===== config.mk =====
export PLATFORM = sky130hd
export DESIGN_NAME = mem_req_ctrl
export DESIGN_NICKNAME = d
export VERILOG_FILES = /design/src/rtl/mem_req_ctrl.sv
export SDC_FILE = /design/constraint.sdc
export NUM_CORES = 1
export LEC_CHECK = 0
export BUFFER_PORTS_ARGS = -buffer_cell sky130_fd_sc_hd__buf_4
export CORE_ASPECT_RATIO = 0.8
export CORE_MARGIN = 2
export CORE_UTILIZATION = 40
export DETAILED_ROUTE_END_ITERATION = 10
export PLACE_DENSITY = 0.68
export SKIP_CTS_REPAIR_TIMING = 1
export SLEW_MARGIN = 25
export SYNTH_ARGS = -nofsm -noshare
export SYNTH_HDL_FRONTEND = slang
export SYNTH_SLANG_ARGS = --single-unit

===== constraint.sdc =====
create_clock -name clk -period 2.9 [get_ports clk]
set_clock_uncertainty 0.2 [all_clocks]
set_input_delay 0.29 -clock clk [delete_from_list [all_inputs] [get_ports clk]]
set_output_delay 0.29 -clock clk [all_outputs]
set_load 0.02 [all_outputs]

===== src/rtl/mem_req_ctrl.sv =====
// Memory request controller: clears the memory after reset, then forwards
// read/write requests to a single-port synchronous memory and returns read
// data through a 3-entry in-order response FIFO.
module mem_req_ctrl #(
    parameter int unsigned ADDR_WIDTH = 8,
    parameter int unsigned MEM_DEPTH  = 256,
    parameter int unsigned WORD_BYTES = 8
) (
    input  logic                    clk,
    input  logic                    rst_n,
    input  logic                    req_valid,
    output logic                    req_ready,
    input  logic                    req_we,
    input  logic [ADDR_WIDTH-1:0]   req_addr,
    input  logic [8*WORD_BYTES-1:0] req_wdata,
    input  logic [WORD_BYTES-1:0]   req_be,
    output logic                    rsp_valid,
    input  logic                    rsp_ready,
    output logic [8*WORD_BYTES-1:0] rsp_data,
    output logic                    rsp_err,
    output logic                    init_done,
    output logic                    mem_ce,
    output logic                    mem_we,
    output logic [ADDR_WIDTH-1:0]   mem_addr,
    output logic [8*WORD_BYTES-1:0] mem_wr_data,
    output logic [WORD_BYTES-1:0]   mem_be,
    input  logic [8*WORD_BYTES-1:0] mem_rd_data
);

    localparam int unsigned DataW = 8 * WORD_BYTES;
    localparam logic [ADDR_WIDTH-1:0] LastAddr = ADDR_WIDTH'(MEM_DEPTH - 1);
    localparam logic [1:0] FifoLast = 2'd2;

    typedef enum logic [0:0] {StInit, StRun} state_e;

    state_e                state_q, state_d;
    logic [ADDR_WIDTH-1:0] init_addr_q;
    logic                  infl_q, infl_err_q;
    logic [1:0]            count_q, count_d;
    logic [1:0]            rd_ptr_q, wr_ptr_q;
    logic [DataW-1:0]      fifo_data_q [0:2];
    logic                  fifo_err_q  [0:2];

    logic       in_range;
    logic       accept;
    logic       push;
    logic       pop;
    logic [2:0] occupancy;

    assign in_range  = 32'(req_addr) < MEM_DEPTH;
    assign accept    = req_valid & req_ready;
    assign push      = infl_q;
    assign pop       = rsp_valid & rsp_ready;
    // The in-flight read already owns a FIFO slot, so it counts toward the limit.
    assign occupancy = {1'b0, count_q} + {2'b00, infl_q};

    // FSM state register
    always_ff @(posedge clk) begin
        if (!rst_n) begin
            state_q <= StInit;
        end else begin
            state_q <= state_d;
        end
    end

    // FSM next state: leave INIT once the last word has been cleared
    always_comb begin
        state_d = state_q;
        unique case (state_q)
            StInit:  if (init_addr_q == LastAddr) state_d = StRun;
            StRun:   state_d = StRun;
            default: state_d = StInit;
        endcase
    end

    // FSM outputs: memory port, request handshake and init status
    always_comb begin
        req_ready   = 1'b0;
        init_done   = 1'b0;
        mem_ce      = 1'b0;
        mem_we      = 1'b0;
        mem_addr    = '0;
        mem_wr_data = '0;
        mem_be      = '0;
        unique case (state_q)
            StInit: begin
                if (rst_n) begin
                    mem_ce   = 1'b1;
                    mem_we   = 1'b1;
                    mem_addr = init_addr_q;
                    mem_be   = '1;
                end
            end
            StRun: begin
                init_done = 1'b1;
                req_ready = occupancy <= 3'd2;
                // Out-of-range requests are accepted but never reach the memory.
                if (rst_n && req_valid && req_ready && in_range) begin
                    mem_ce      = 1'b1;
                    mem_we      = req_we;
                    mem_addr    = req_addr;
                    mem_wr_data = req_wdata;
                    mem_be      = req_be;
                end
            end
            default: ;
        endcase
    end

    // FIFO occupancy next state; simultaneous push and pop cancel out
    always_comb begin
        count_d = count_q;
        unique case ({push, pop})
            2'b10:   count_d = count_q + 2'd1;
            2'b01:   count_d = count_q - 2'd1;
            default: count_d = count_q;
        endcase
    end

    // Control registers: init address, in-flight read, FIFO pointers and count
    always_ff @(posedge clk) begin
        if (!rst_n) begin
            init_addr_q <= '0;
            infl_q      <= 1'b0;
            infl_err_q  <= 1'b0;
            count_q     <= '0;
            rd_ptr_q    <= '0;
            wr_ptr_q    <= '0;
        end else begin
            if (state_q == StInit) begin
                init_addr_q <= init_addr_q + ADDR_WIDTH'(1);
            end
            infl_q     <= accept & ~req_we;
            infl_err_q <= accept & ~req_we & ~in_range;
            count_q    <= count_d;
            if (push) begin
                wr_ptr_q <= (wr_ptr_q == FifoLast) ? 2'd0 : wr_ptr_q + 2'd1;
            end
            if (pop) begin
                rd_ptr_q <= (rd_ptr_q == FifoLast) ? 2'd0 : rd_ptr_q + 2'd1;
            end
        end
    end

    // FIFO storage: memory data arrives the cycle after the read was accepted
    always_ff @(posedge clk) begin
        if (rst_n && push) begin
            fifo_data_q[wr_ptr_q] <= infl_err_q ? '0 : mem_rd_data;
            fifo_err_q[wr_ptr_q]  <= infl_err_q;
        end
    end

    // Response outputs show the FIFO head, forced to zero when empty
    always_comb begin
        rsp_valid = count_q != 2'd0;
        rsp_data  = '0;
        rsp_err   = 1'b0;
        if (rsp_valid) begin
            rsp_data = fifo_data_q[rd_ptr_q];
            rsp_err  = fifo_err_q[rd_ptr_q];
        end
    end

endmodule


==> results.yml, run 1 <==
outcome:
  status: "complete, no violations"
clock_network:
  cts_buffers: 21
  clk_path_buf_depth: 3
  cts_tree: "built"
  h-tree-depth: 1
  cts_root_buf: "clkbuf_16"
  worstSkewPairLatency_ns: 0.48
  path_clk_slew_ns: 0.06
  cts_sinks: 210
die:
  die-area_um2: 24200
  initial_core_util_pct: 40.9
  core_area_um2: 22500
  die_w_um: 174
  die_height_um: 140
  rows: 49
  ios: 299
worst_hold_path:
  min-delay-path-class: "input pin to flip-flop"
routing:
  vias: 6159
  avgRoutedWirePerCell_um: 17.6
  routed_wl_mm: 23.1
  ant_nets: 0
  dr.first_iter.drc_count: 396
  drcViolationCount: 0
  vias_per_cell: 4.71
  drt-pass1-iter-count: 5
pwr:
  power_density_nw_per_um2: 471
  ir_drop_v: 0.000378
  power_leakage_nw: 5.13
layout:
  final_layout_size_suffix_gt1_share_pct: 46.6
  final_core_util_pct: 59.7
  diodes: 0
  nets: 1142
  syn2layout_area_growth_pct: 45.9
setup_path:
  cp_max_fo: 6
  cp_data_arrival_time_ns: 2.35
  required_ns: 2.41
  rrSetupSlack_ns: 0.81
  startpoint_type: "flip-flop"
  end_kind: "output pin"
  critPathKind: "flip-flop to output pin"
yosys:
  yosysSeqAreaShare_pct: 66.6
  yosysWarnings: 0
  synth.avg_cell_area_um2: 14.9
  synth_seq_cells: 210
  synth_edf_count: 192
  async_flop_share_pct: 0
  netlist_area_um2: 9200
  ys_types: 38
  synth_nets: 770
  syn_inst: 616
  synth_flop_cell: "edfxtp_1"
placed_design:
  pre_cts_slack_ns: 0.130
  detailed_place_hpwl_mm: 14.1
  gp_congestion: 0.838
  io_buffer_count: 297
job:
  max_cap_violations: 0
global_routing:
  grt_pass1_vias: 5718
  gr-total-overflow: 0
  grt_max_degree: 65
  grt_pass1_wl_mm: 32.8
  grt_usage_pct: 17.1
  antenna_found_initial: 0
sta:
  setup-violations-final: 0
  finalWorstPathRequiredPeriod_ns: 2.84
  finalCritPeriodShare_pct: 97.8
  clock.fmax_mhz: 353
  rsz0062_at_grt: "yes"
  worst_slack_ns: 0.0639
  finalMaxSlewViolations: 0
  hold_slack_ns: 0.106
  finalHoldViolCount: 0
  slew_headroom_pct: 61.4
  tightestPinTransition_ns: 0.577
==> metal layers <==
metal	vias up	share of wire (%)	global-route usage (%)
met5	-	0	0
met4	0	1.7	3.93
met3	28	4.4	2.98
met2	161	47	27.4
met1	2996	47	24.5
li1	2974	-	-
==> critical path, cell delays in order, from the launching register on <==
cell,delay [ns]
dfxtp_4,0.37
ha_4,0.13
inv_1,0.04
ha_1,0.26
nor3b_4,0.15
buf_6,0.13
o211a_4,0.31
clkbuf_16,0.18
and2_4,0.15
buf_4,0.15
==> cells by family (layout without fill, tap and decap cells) <==
family	Yosys count	after routing	share of synthesized area, %
mux	130	130	15.0
compound gates	34	36	2.26
other cells	1	1	0.0408
flops	210	210	66.6
xor+xnor	6	6	0.571
buf+inv	42	426	3.03
fa+ha+maj	5	5	0.680
simple gates	188	188	11.8
==> state kept, by name, indices dropped and copies added, names as in the netlist, named ones only <==
| signal | flops |
|---|---|
| fifo_data_q | 192 |
| init_addr_q | 8 |
| count_q | 2 |
| rd_ptr_q | 2 |
| wr_ptr_q | 2 |
| infl_q | 1 |
| state_q | 1 |
==> stage by stage <==
step	total power [mW]	std cells	TNS, ns	area (um2)
6_report	6.32	1308	0	13400
5_1_grt	6.54	1308	-0.253	13400
4_1_cts	6.31	1231	-13.56	12500
3_5_place_dp	3.62	1194	0	11800
3_3_place_gp	3.61	1194	0	11800
2_1_floorplan	3.42	616	0	9200
==> placed cells by master (no fill, tap or decap), drive strengths merged, types with 7 or more instances in the layout <==
master and count:
nor2 66, nand3b 9, dfxtp 18, mux2 64, edfxtp 192, mux2i 66, clkinv 7, nand2 21
dlygate4sd3 65, clkbuf 29, buf 315, o21ai 23, and2 71, a21boi 7
==> cell usage after synthesis (2+ instances only) <==
master | number | area [um2]
a21boi_0 | 6 | 45.0
and2_1 | 37 | 231
and2_4 | 34 | 298
buf_12 | 4 | 80.1
buf_2 | 14 | 70.1
buf_6 | 3 | 33.8
clkbuf_1 | 13 | 48.8
dfxtp_1 | 18 | 360
edfxtp_1 | 192 | 5770
ha_1 | 5 | 62.6
inv_1 | 5 | 18.8
mux2_2 | 64 | 721
mux2i_1 | 66 | 661
nand2_1 | 21 | 78.8
nand2b_1 | 2 | 12.5
nand3_1 | 2 | 10.0
nand3b_1 | 9 | 67.6
nor2_1 | 66 | 248
nor2b_1 | 4 | 25.0
o21a_1 | 3 | 22.5
o21ai_0 | 22 | 110
or3_1 | 5 | 31.3
xnor2_1 | 6 | 52.6
==> where the power goes <==
group          switching, mW  internal (mW)  leakage, nW
Sequential           0.00684           3.30         1.87
Combinational          0.117          0.209         2.92
Clock                   1.08           1.61        0.333
==> area by class of cell <==
cell class	count	area (um2)
clock buffer	25	541
clock inverter	12	144
fill	1787	9080
inverter	5	18.8
multi-input combinational	366	2880
sequential	210	6140
tap	306	383
timing repair buffer	384	3310
==> worst paths after layout <==
check,cells after the start,to,startpoint
max,9,mem_wr_data[51],infl_q
max reg2reg,6,count_q[1],count_q[0]
min,4,flip-flop,rsp_ready
min reg2reg,2,wr_ptr_q[1],wr_ptr_q[1]
Power figures use the tool's default switching activity.
==> run 2: changes to the inputs <==
--- a/config.mk
+++ b/config.mk
@@ -9,6 +9,7 @@
 export CORE_ASPECT_RATIO = 0.8
 export CORE_MARGIN = 2
 export CORE_UTILIZATION = 40
+export CTS_BUF_LIST = sky130_fd_sc_hd__clkbuf_4 sky130_fd_sc_hd__clkbuf_8
 export DETAILED_ROUTE_END_ITERATION = 10
 export PLACE_DENSITY = 0.68
 export SKIP_CTS_REPAIR_TIMING = 1
==> run 2 against run 1 <==
Setup slack improved by 0.011 ns. Cell area rose by 0.36%. Non-clock buffer count rose by 1. Utilization rose by 0.22 points. Worst hold slack got worse by 0.016 ns. Clock power fell by 3%. Total power fell by 0.95%. Via count rose by 2.1%. Critical path depth did not move. Die area did not move. Global-route usage rose by 0.34 points. Critical endpoint is now mem_wr_data[31]. Maximum frequency rose by 0.40%.
==> results.yml, run 2 (synthesis results as in run 1) <==
die:
  die-area_um2: 24200
  die_w_um: 174
  ios: 299
  initial_core_util_pct: 40.9
  core_area_um2: 22500
  rows: 49
  die_height_um: 140
setup_path:
  rrSetupSlack_ns: 0.84
  required_ns: 2.41
  r2r-end: "count_q[1]"
  critPathKind: "flip-flop to output pin"
  cp_max_fo: 8
  r2r_cells: 6
  end_kind: "output pin"
  r2r-start: "count_q[0]"
  startpoint_type: "flip-flop"
  cp_data_arrival_time_ns: 2.33
routing:
  drt-pass1-iter-count: 5
  vias_per_cell: 4.72
  avgRoutedWirePerCell_um: 17.7
  ant_nets: 0
  dr.first_iter.drc_count: 343
  drcViolationCount: 0
  vias: 6291
  routed_wl_mm: 23.6
pwr:
  ir_drop_v: 0.000398
  power_density_nw_per_um2: 465
  power_leakage_nw: 5.18
  finalPower_mw: 6.26
sta:
  finalHoldViolCount: 0
  finalMaxSlewViolations: 0
  slew_headroom_pct: 61.0
  finalWorstPathRequiredPeriod_ns: 2.82
  tns_ns: 0
  setup-violations-final: 0
  tightestPinTransition_ns: 0.584
  clock.fmax_mhz: 354
  finalCritPeriodShare_pct: 97.4
layout:
  reg_top3: "fifo_data_q x192, init_addr_q x8"
  diodes: 0
  final_cell_mix: "284 x buf_4, 192 x edfxtp_1, 66 x mux2i_1"
  final_core_util_pct: 59.9
  top_register: "fifo_data_q"
  final_common_cell: "buf_4"
  num-fill-cells: 1772
  final_layout_size_suffix_gt1_share_pct: 48.5
  largest_register_ffs: 192
  nets: 1157
  syn2layout_area_growth_pct: 46.5
  design_area_um2: 13500
global_routing:
  grt_pass1_wl_mm: 33.3
  grt_usage_pct: 17.5
  antenna_found_initial: 0
  grt_max_degree: 65
  grt_pass1_vias: 5901
  gr-total-overflow: 0
worst_hold_path:
  min_from: "rsp_ready"
  min-delay-path-class: "input pin to flip-flop"
  hold_path_depth: 4
clock_network:
  cts_sinks: 210
  cts_tree: "built"
  h-tree-depth: 2
  path_clk_slew_ns: 0.06
  cts_buffers: 35
  worstSkewPairLatency_ns: 0.50
  clk_path_buf_depth: 3
  cts_root_buf: "clkbuf_8"
outcome:
  status: "complete, no violations"
job:
  max_cap_violations: 0
placed_design:
  detailed_place_hpwl_mm: 14.1
  gp_congestion: 0.838
  io_buffer_count: 297
  postPlaceCellArea_um2: 11800
-- run 2: changes by cell type in the layout (fill, tap and decap cells not counted), sizes merged --
cell      before  now
inv            6    8
clkbuf        29   52
bufinv         3    2
clkinvlp       1    0
buf          315  316
-- run 2: worst max-delay path, stage by stage, from the launching register on --
cell and delay, ns:
dfxtp_4 0.37, ha_4 0.14, inv_2 0.04, ha_4 0.25
nor3b_4 0.17, buf_6 0.15, o211a_4 0.27, buf_6 0.16
and2_4 0.15, buf_4 0.13
-- run 2: layer usage --
metal	track usage, %	routed length (um)	share of wire [%]	vias to the layer above
li1	-	-	-	3015
met1	24.3	10900	46	3079
met2	27.8	11200	48	172
met3	3.83	1140	4.8	25
met4	4.86	292	1.2	0
met5	0	0	0	-
-- run 2: worst max-delay path by stage --
stage                                    to  cells past startpoint        from
after global placement          mem_addr[7]                      7  count_q[0]
final                       mem_wr_data[31]                      9  count_q[0]
after floorplan           fifo_data_q[2][0]                      2       rst_n
after CTS                         mem_be[5]                      7  count_q[0]
after global routing        mem_wr_data[31]                      9      infl_q
after detailed placement          mem_be[6]                      7  count_q[0]
-- run 2: metrics by stage --
step,instances,hold WS (ns),worst slack (ns)
after floorplan,616,0.162,0.0900
after global placement,1194,0.281,0.237
after detailed placement,1194,0.285,0.130
after CTS,1254,-0.262,-0.429
after global routing,1332,0.118,-0.00954
final,1332,0.0902,0.0751
-- run 2: layout make-up --
class                   instances  area [um2]  share of cell area (%)
flip-flops and latches        210        6140                    45.6
repair buffers                385        3330                    24.7
multi-input cells             366        2900                    21.5
clock buffers                  48         579                    4.30
well taps                     306         383                    2.84
clock inverters                12         118                   0.873
inverters                       5        18.8                   0.139
-- run 2: where the power goes --
group	switching [mW]	internal [mW]
logic	0.118	0.212
clock network	1.14	1.48
registers	0.00687	3.30
total	1.26	5.00
